==> src/rtl/usb_upstream_arbiter.sv <==
// Round-robin packet arbiter: drains NPORTS registered-read FIFOs onto one
// upstream TX beat stream. Grant is held for a whole packet, an idle gap is
// forced between packets, and a beat-count watchdog truncates runaway packets.
module usb_upstream_arbiter #(
  parameter int NPORTS    = 4,
  parameter int WIDTH     = 8,
  parameter int IPG       = 2,
  parameter int MAX_BEATS = 64
) (
  input  logic                        clk,
  input  logic                        rst,
  input  logic [NPORTS-1:0]           fifo_empty,
  input  logic [NPORTS*(WIDTH+1)-1:0] fifo_rdata,
  output logic [NPORTS-1:0]           fifo_rd_en,
  output logic                        up_valid,
  output logic [WIDTH-1:0]            up_data,
  output logic                        up_last,
  input  logic                        up_ready,
  output logic [$clog2(NPORTS)-1:0]   grant_port,
  output logic                        busy,
  output logic                        wdog_err
);

  localparam int GW = $clog2(NPORTS);
  localparam int BW = $clog2(MAX_BEATS + 1);
  localparam int DW = WIDTH + 1;

  typedef enum logic [1:0] {S_IDLE, S_XFER, S_DRAIN, S_GAP} state_t;

  state_t            state_q, state_d;
  logic [GW-1:0]     grant_q, grant_d;
  logic [GW-1:0]     rr_ptr_q, rr_ptr_d;
  logic              pending_q, pending_d;
  logic [BW-1:0]     beat_cnt_q, beat_cnt_d;
  logic [3:0]        gap_cnt_q, gap_cnt_d;
  logic              up_valid_q, up_valid_d;
  logic [WIDTH-1:0]  up_data_q, up_data_d;
  logic              up_last_q, up_last_d;
  logic              wdog_q, wdog_d;
  logic [NPORTS-1:0] rd_en;

  logic [DW-1:0]     words [NPORTS];
  logic [DW-1:0]     word;
  logic              load;
  logic              wd_hit;
  logic              scan_found;
  logic [GW-1:0]     scan_port;
  logic [GW:0]       scan_idx;
  logic [GW-1:0]     next_ptr;

  // Split the flat read-data bus into one word per port.
  for (genvar gi = 0; gi < NPORTS; gi++) begin : g_words
    assign words[gi] = fifo_rdata[gi*DW +: DW];
  end

  assign word     = words[grant_q];
  // The outstanding word moves into the output register whenever it is free.
  assign load     = pending_q && (!up_valid_q || up_ready);
  // Beat MAX_BEATS arriving without LAST is forced to end the packet.
  assign wd_hit   = load && !word[WIDTH] && (beat_cnt_q == BW'(MAX_BEATS - 1));
  assign next_ptr = (grant_q == GW'(NPORTS - 1)) ? '0 : grant_q + 1'b1;

  // Round-robin scan starting at rr_ptr; lowest offset wins, so iterate downward.
  always_comb begin
    scan_found = 1'b0;
    scan_port  = '0;
    scan_idx   = '0;
    for (int i = NPORTS - 1; i >= 0; i--) begin
      scan_idx = {1'b0, rr_ptr_q} + (GW+1)'(i);
      if (scan_idx >= (GW+1)'(NPORTS)) scan_idx = scan_idx - (GW+1)'(NPORTS);
      if (!fifo_empty[scan_idx[GW-1:0]]) begin
        scan_found = 1'b1;
        scan_port  = scan_idx[GW-1:0];
      end
    end
  end

  // Next-state, datapath and FIFO read-enable logic.
  always_comb begin
    state_d    = state_q;
    grant_d    = grant_q;
    rr_ptr_d   = rr_ptr_q;
    pending_d  = pending_q;
    beat_cnt_d = beat_cnt_q;
    gap_cnt_d  = gap_cnt_q;
    up_valid_d = up_valid_q;
    up_data_d  = up_data_q;
    up_last_d  = up_last_q;
    wdog_d     = 1'b0;
    rd_en      = '0;

    // An accepted beat frees the output register unless refilled below.
    if (up_valid_q && up_ready) up_valid_d = 1'b0;

    case (state_q)
      S_IDLE: begin
        if (scan_found) begin
          grant_d          = scan_port;
          rd_en[scan_port] = 1'b1;
          pending_d        = 1'b1;
          beat_cnt_d       = '0;
          state_d          = S_XFER;
        end
      end
      S_XFER: begin
        if (load) begin
          up_data_d  = word[WIDTH-1:0];
          up_last_d  = word[WIDTH] | wd_hit;
          up_valid_d = 1'b1;
          pending_d  = 1'b0;
          wdog_d     = wd_hit;
          if (beat_cnt_q != BW'(MAX_BEATS)) beat_cnt_d = beat_cnt_q + 1'b1;
          if (word[WIDTH] || wd_hit) state_d = S_DRAIN;
        end
        // Keep one read in flight; stop once the closing beat is known.
        if ((!pending_q || load) && !fifo_empty[grant_q] &&
            !(pending_q && word[WIDTH]) && !wd_hit) begin
          rd_en[grant_q] = 1'b1;
          pending_d      = 1'b1;
        end
      end
      S_DRAIN: begin
        if (up_valid_q && up_ready) begin
          rr_ptr_d  = next_ptr;
          gap_cnt_d = 4'(IPG);
          state_d   = (IPG == 0) ? S_IDLE : S_GAP;
        end
      end
      S_GAP: begin
        gap_cnt_d = gap_cnt_q - 1'b1;
        if (gap_cnt_q <= 4'd1) state_d = S_IDLE;
      end
      default: state_d = S_IDLE;
    endcase
  end

  // State and datapath registers with asynchronous reset.
  always_ff @(posedge clk or posedge rst) begin
    if (rst) begin
      state_q    <= S_IDLE;
      grant_q    <= '0;
      rr_ptr_q   <= '0;
      pending_q  <= 1'b0;
      beat_cnt_q <= '0;
      gap_cnt_q  <= '0;
      up_valid_q <= 1'b0;
      up_data_q  <= '0;
      up_last_q  <= 1'b0;
      wdog_q     <= 1'b0;
    end else begin
      state_q    <= state_d;
      grant_q    <= grant_d;
      rr_ptr_q   <= rr_ptr_d;
      pending_q  <= pending_d;
      beat_cnt_q <= beat_cnt_d;
      gap_cnt_q  <= gap_cnt_d;
      up_valid_q <= up_valid_d;
      up_data_q  <= up_data_d;
      up_last_q  <= up_last_d;
      wdog_q     <= wdog_d;
    end
  end

  // Reads are suppressed while reset is held so FIFO contents survive it.
  assign fifo_rd_en = rst ? '0 : rd_en;
  assign up_valid   = up_valid_q;
  assign up_data    = up_data_q;
  assign up_last    = up_last_q;
  assign grant_port = grant_q;
  assign busy       = (state_q != S_IDLE);
  assign wdog_err   = wdog_q;

endmodule
==> config.mk <==
export PLATFORM = sky130hd
export DESIGN_NAME = usb_upstream_arbiter
export DESIGN_NICKNAME = d
export VERILOG_FILES = /design/src/rtl/usb_upstream_arbiter.sv
export SDC_FILE = /design/constraint.sdc
export NUM_CORES = 1
export LEC_CHECK = 0
export CORE_MARGIN = 4
export CORE_UTILIZATION = 35
export DETAILED_ROUTE_END_ITERATION = 7
export DONT_BUFFER_PORTS = 1
export SLEW_MARGIN = 20
export SYNTH_ARGS = -nofsm -noshare
export SYNTH_HDL_FRONTEND = slang
export SYNTH_SLANG_ARGS = --single-unit
==> constraint.sdc <==
create_clock -name clk -period 3 [get_ports clk]
set_input_delay 0.6 -clock clk [delete_from_list [all_inputs] [get_ports clk]]
set_output_delay 0.6 -clock clk [all_outputs]
set_load 0.1 [all_outputs]
==> flow_metrics.tcl <==
set metrics [dict create \
    io_pins 61 \
    cts_hold_buf 0 \
    grt_usage_pct 14.2 \
    ir_worst_vdd_mv 0.834 \
    endpoint_kind "output pin" \
    path_max_fanout 4 \
    antennaDiodeCount 0 \
    synth_area_per_cell_um2 11.0 \
    worst_ep_arrival_time_ps 2380 \
    fp-row-count 27 \
    crit_path_start_kind "flip-flop" \
    clkSinkCount 29 \
    postRouteAntennaNets 0 \
    max_stage_delay_ps 530 \
    h-tree-depth 2 \
    worst_hold_slack_ps 381 \
    cts_tree "yes" \
    antenna_found_initial 0 \
    p_per_area_nw_per_um2 1280 \
    layout.area.seq_um2 731 \
    die_x_um 83.1 \
    dr.pass1.iters 4 \
    ys_warn_count 0 \
    viasPerCell 5.71 \
    wl_per_cell_um 17.5 \
    skew_ps 6.39 \
    grt_first_pass_wirelength_mm 7.80 \
    route.detailed.drc 0 \
    synth_flop_cell "dfrtp_1" \
    root_buffer "clkbuf_8" \
    hold_viol 0 \
    routed_wl_mm 4.74 \
    cts_made_buffers 5 \
    clkTransAtPathRegs_ps 70 \
    dr.first_iter.drc_count 100 \
    overflow 0 \
    netlist_instances 180 \
    p_switching_w 0.00167 \
    nets 253 \
    power_frac_clock_pct 10.5 \
    sw_frac_of_total_pct 55.4 \
    clock_path_buffers 2 \
    ys_ff_latch 29 \
    die_area_um2 6910 \
    relSlewSlack_pct 39.0 \
    area.growth.synth_to_final_pct 19.1 \
    required_ps 2400 \
    min_period_ps 2980 \
    power_frac_seq_pct 38.4 \
    drive_gt1_share_pct 27.1 \
    path_cells "mux4_2 -> a221o_1 -> a2111oi_4 -> buf_4 -> a32o_4 -> buf_12" \
    cap_violations 0 \
    fin_crit_sh_pct 99.3 \
    multi_input_area_um2 1230 \
    rsz0062_at_grt "true" \
    portBuffers 0 \
    postSynthNetCount 235 \
    critPathKind "reg -> out" \
    power.internal_w 0.00134 \
    start_util_pct 36.1 \
    worst_pin_slew_ps 915 \
    setup_ws_ps 21.9 \
    layout_commonest_cell "dfrtp_1" \
    coreArea_um2 5470 \
    slew_viol_final 0 \
    hold_class "in -> async" \
    clk_latency_ps 280 \
    syn_area_um2 1970 \
    grt_pass1_vias 1611 \
    leakagePower_nw 1.01 \
    fmax_mhz 336 \
    finalWeightedCongestion 0.871 \
    synth_edf_count 0 \
    pre_cts_slack_ps 155 \
    cpMaxStageDelayCell "mux4_2" \
    p_comb_share_pct 51.0 \
    die_y_um 83.1 \
    vias 1548 \
    ys_types 45 \
    status "finished clean" \
    nFillCells 510 \
    mostFrequentLayoutCells "dfrtp_1, inv_1, buf_4, mux2_2, ha_1" \
    ys_seq_area_share_pct 36.8 \
    async_reset_ff_share_pct 100 \
    grt_max_degree 23 \
    setup_viol 0 \
    place_hpwl_mm 3.67 \
]
[metrics by stage]
stage          setup TNS, ps  utilization, %  area, um2  std cells  power [W]
2_1_floorplan          -86.8               -       2040        180    0.00233
3_3_place_gp               0            41.1       2250        261    0.00267
3_5_place_dp               0            41.1       2250        261    0.00268
4_1_cts                    0            42.8       2340        270    0.00302
5_1_grt                 -249            43.0       2350        271    0.00320
6_report                   0            43.0       2350        271    0.00301
[flip-flops by register name, summed over array words and instances, names as in the netlist]
signal and cells:
up_data 8, beat_cnt_q 7, gap_cnt_q 4, grant_port 2, rr_ptr_q 2, state_q 2, pending_q 1, up_last 1
up_valid 1, wdog_err 1
[final cells by class]
class                           count  area share [%]
Clock buffer                        5            2.93
Clock inverter                      3           0.745
Multi-Input combinational cell    130            52.2
Tap cell                           72            3.83
Timing Repair Buffer               16            6.71
Inverter                           16            2.55
Sequential cell                    29            31.1
[power groups by stage]
stage               Clock, W  Combinational, W  Sequential [W]
global route        0.000345           0.00167         0.00118
detailed placement         0           0.00151         0.00117
finish              0.000317           0.00154         0.00116
CTS                 0.000325           0.00154         0.00116
global placement           0           0.00150         0.00117
floorplan                  0           0.00106         0.00127
[cell families after synthesis]
kind of cell | count (synthesis) | share of synthesized area [%]
buffers and inverters | 21 | 4.06
DFF | 29 | 36.8
and+or+nand+nor | 44 | 11.9
adders and majority gates | 12 | 7.60
muxes | 27 | 21.0
AOI/OAI and AO/OA | 47 | 18.7
[cell usage after synthesis (2+ instances only)]
| library cell | number | area (um2) |
|---|---|---|
| a21o_1 | 3 | 22.5 |
| a21oi_1 | 5 | 25.0 |
| a22o_1 | 4 | 35.0 |
| a31oi_1 | 3 | 18.8 |
| a32oi_1 | 2 | 17.5 |
| and2_1 | 4 | 25.0 |
| and3b_1 | 3 | 26.3 |
| buf_1 | 2 | 7.51 |
| clkbuf_1 | 2 | 7.51 |
| dfrtp_1 | 29 | 726 |
| ha_1 | 12 | 150 |
| inv_1 | 15 | 56.3 |
| mux2_2 | 12 | 135 |
| mux2i_1 | 5 | 50.1 |
| mux4_2 | 9 | 203 |
| nand2_1 | 10 | 37.5 |
| nand2b_1 | 4 | 25.0 |
| nand3_1 | 4 | 20.0 |
| nand4_1 | 3 | 18.8 |
| nor2_1 | 7 | 26.3 |
| nor3_1 | 4 | 20.0 |
| o211ai_1 | 2 | 15.0 |
| o21ai_0 | 7 | 35.0 |
| o2bb2ai_1 | 2 | 17.5 |
| o31ai_1 | 4 | 30.0 |
| o41ai_1 | 4 | 35.0 |
[layer usage]
metal  wire, um  vias up  GRT usage [%]
met5          0        -              0
li1           -      725              -
met2       2120       66           21.6
met3        451       10           5.46
met4        109        0           7.13
met1       2060      747           17.6
[what timing repair did]
| item | in CTS | in global routing |
|---|---|---|
| setup buffers | 1 | 1 |
| setup endpoints to repair | 4 | 4 |
| gates resized for setup | 0 | 0 |
[critical path: cells and delay by family (launching register included)]
kind	cells	cell delay [ps]
mux	1	530
flops	1	430
compound gates	3	760
buf+inv	2	380
[worst paths after layout]
check,from,endpoint,slack (ps),depth (start not counted)
max in group asynchronous,rst,pending_q$_DFFE_PP0P_,1980,2
min in group clk,beat_cnt_q[3]$_DFFE_PP0P_,beat_cnt_q[3]$_DFFE_PP0P_,540,1
max reg2reg,state_q[1]$_DFFE_PP0P_,state_q[1]$_DFFE_PP0P_,890,7
min,rst,wdog_err$_DFF_PP0_,380,1
min reg2reg,beat_cnt_q[3]$_DFFE_PP0P_,beat_cnt_q[3]$_DFFE_PP0P_,540,1
max,grant_port[0]$_DFFE_PP0P_,fifo_rd_en[3],20,6
(Power assumes the default switching activity.)
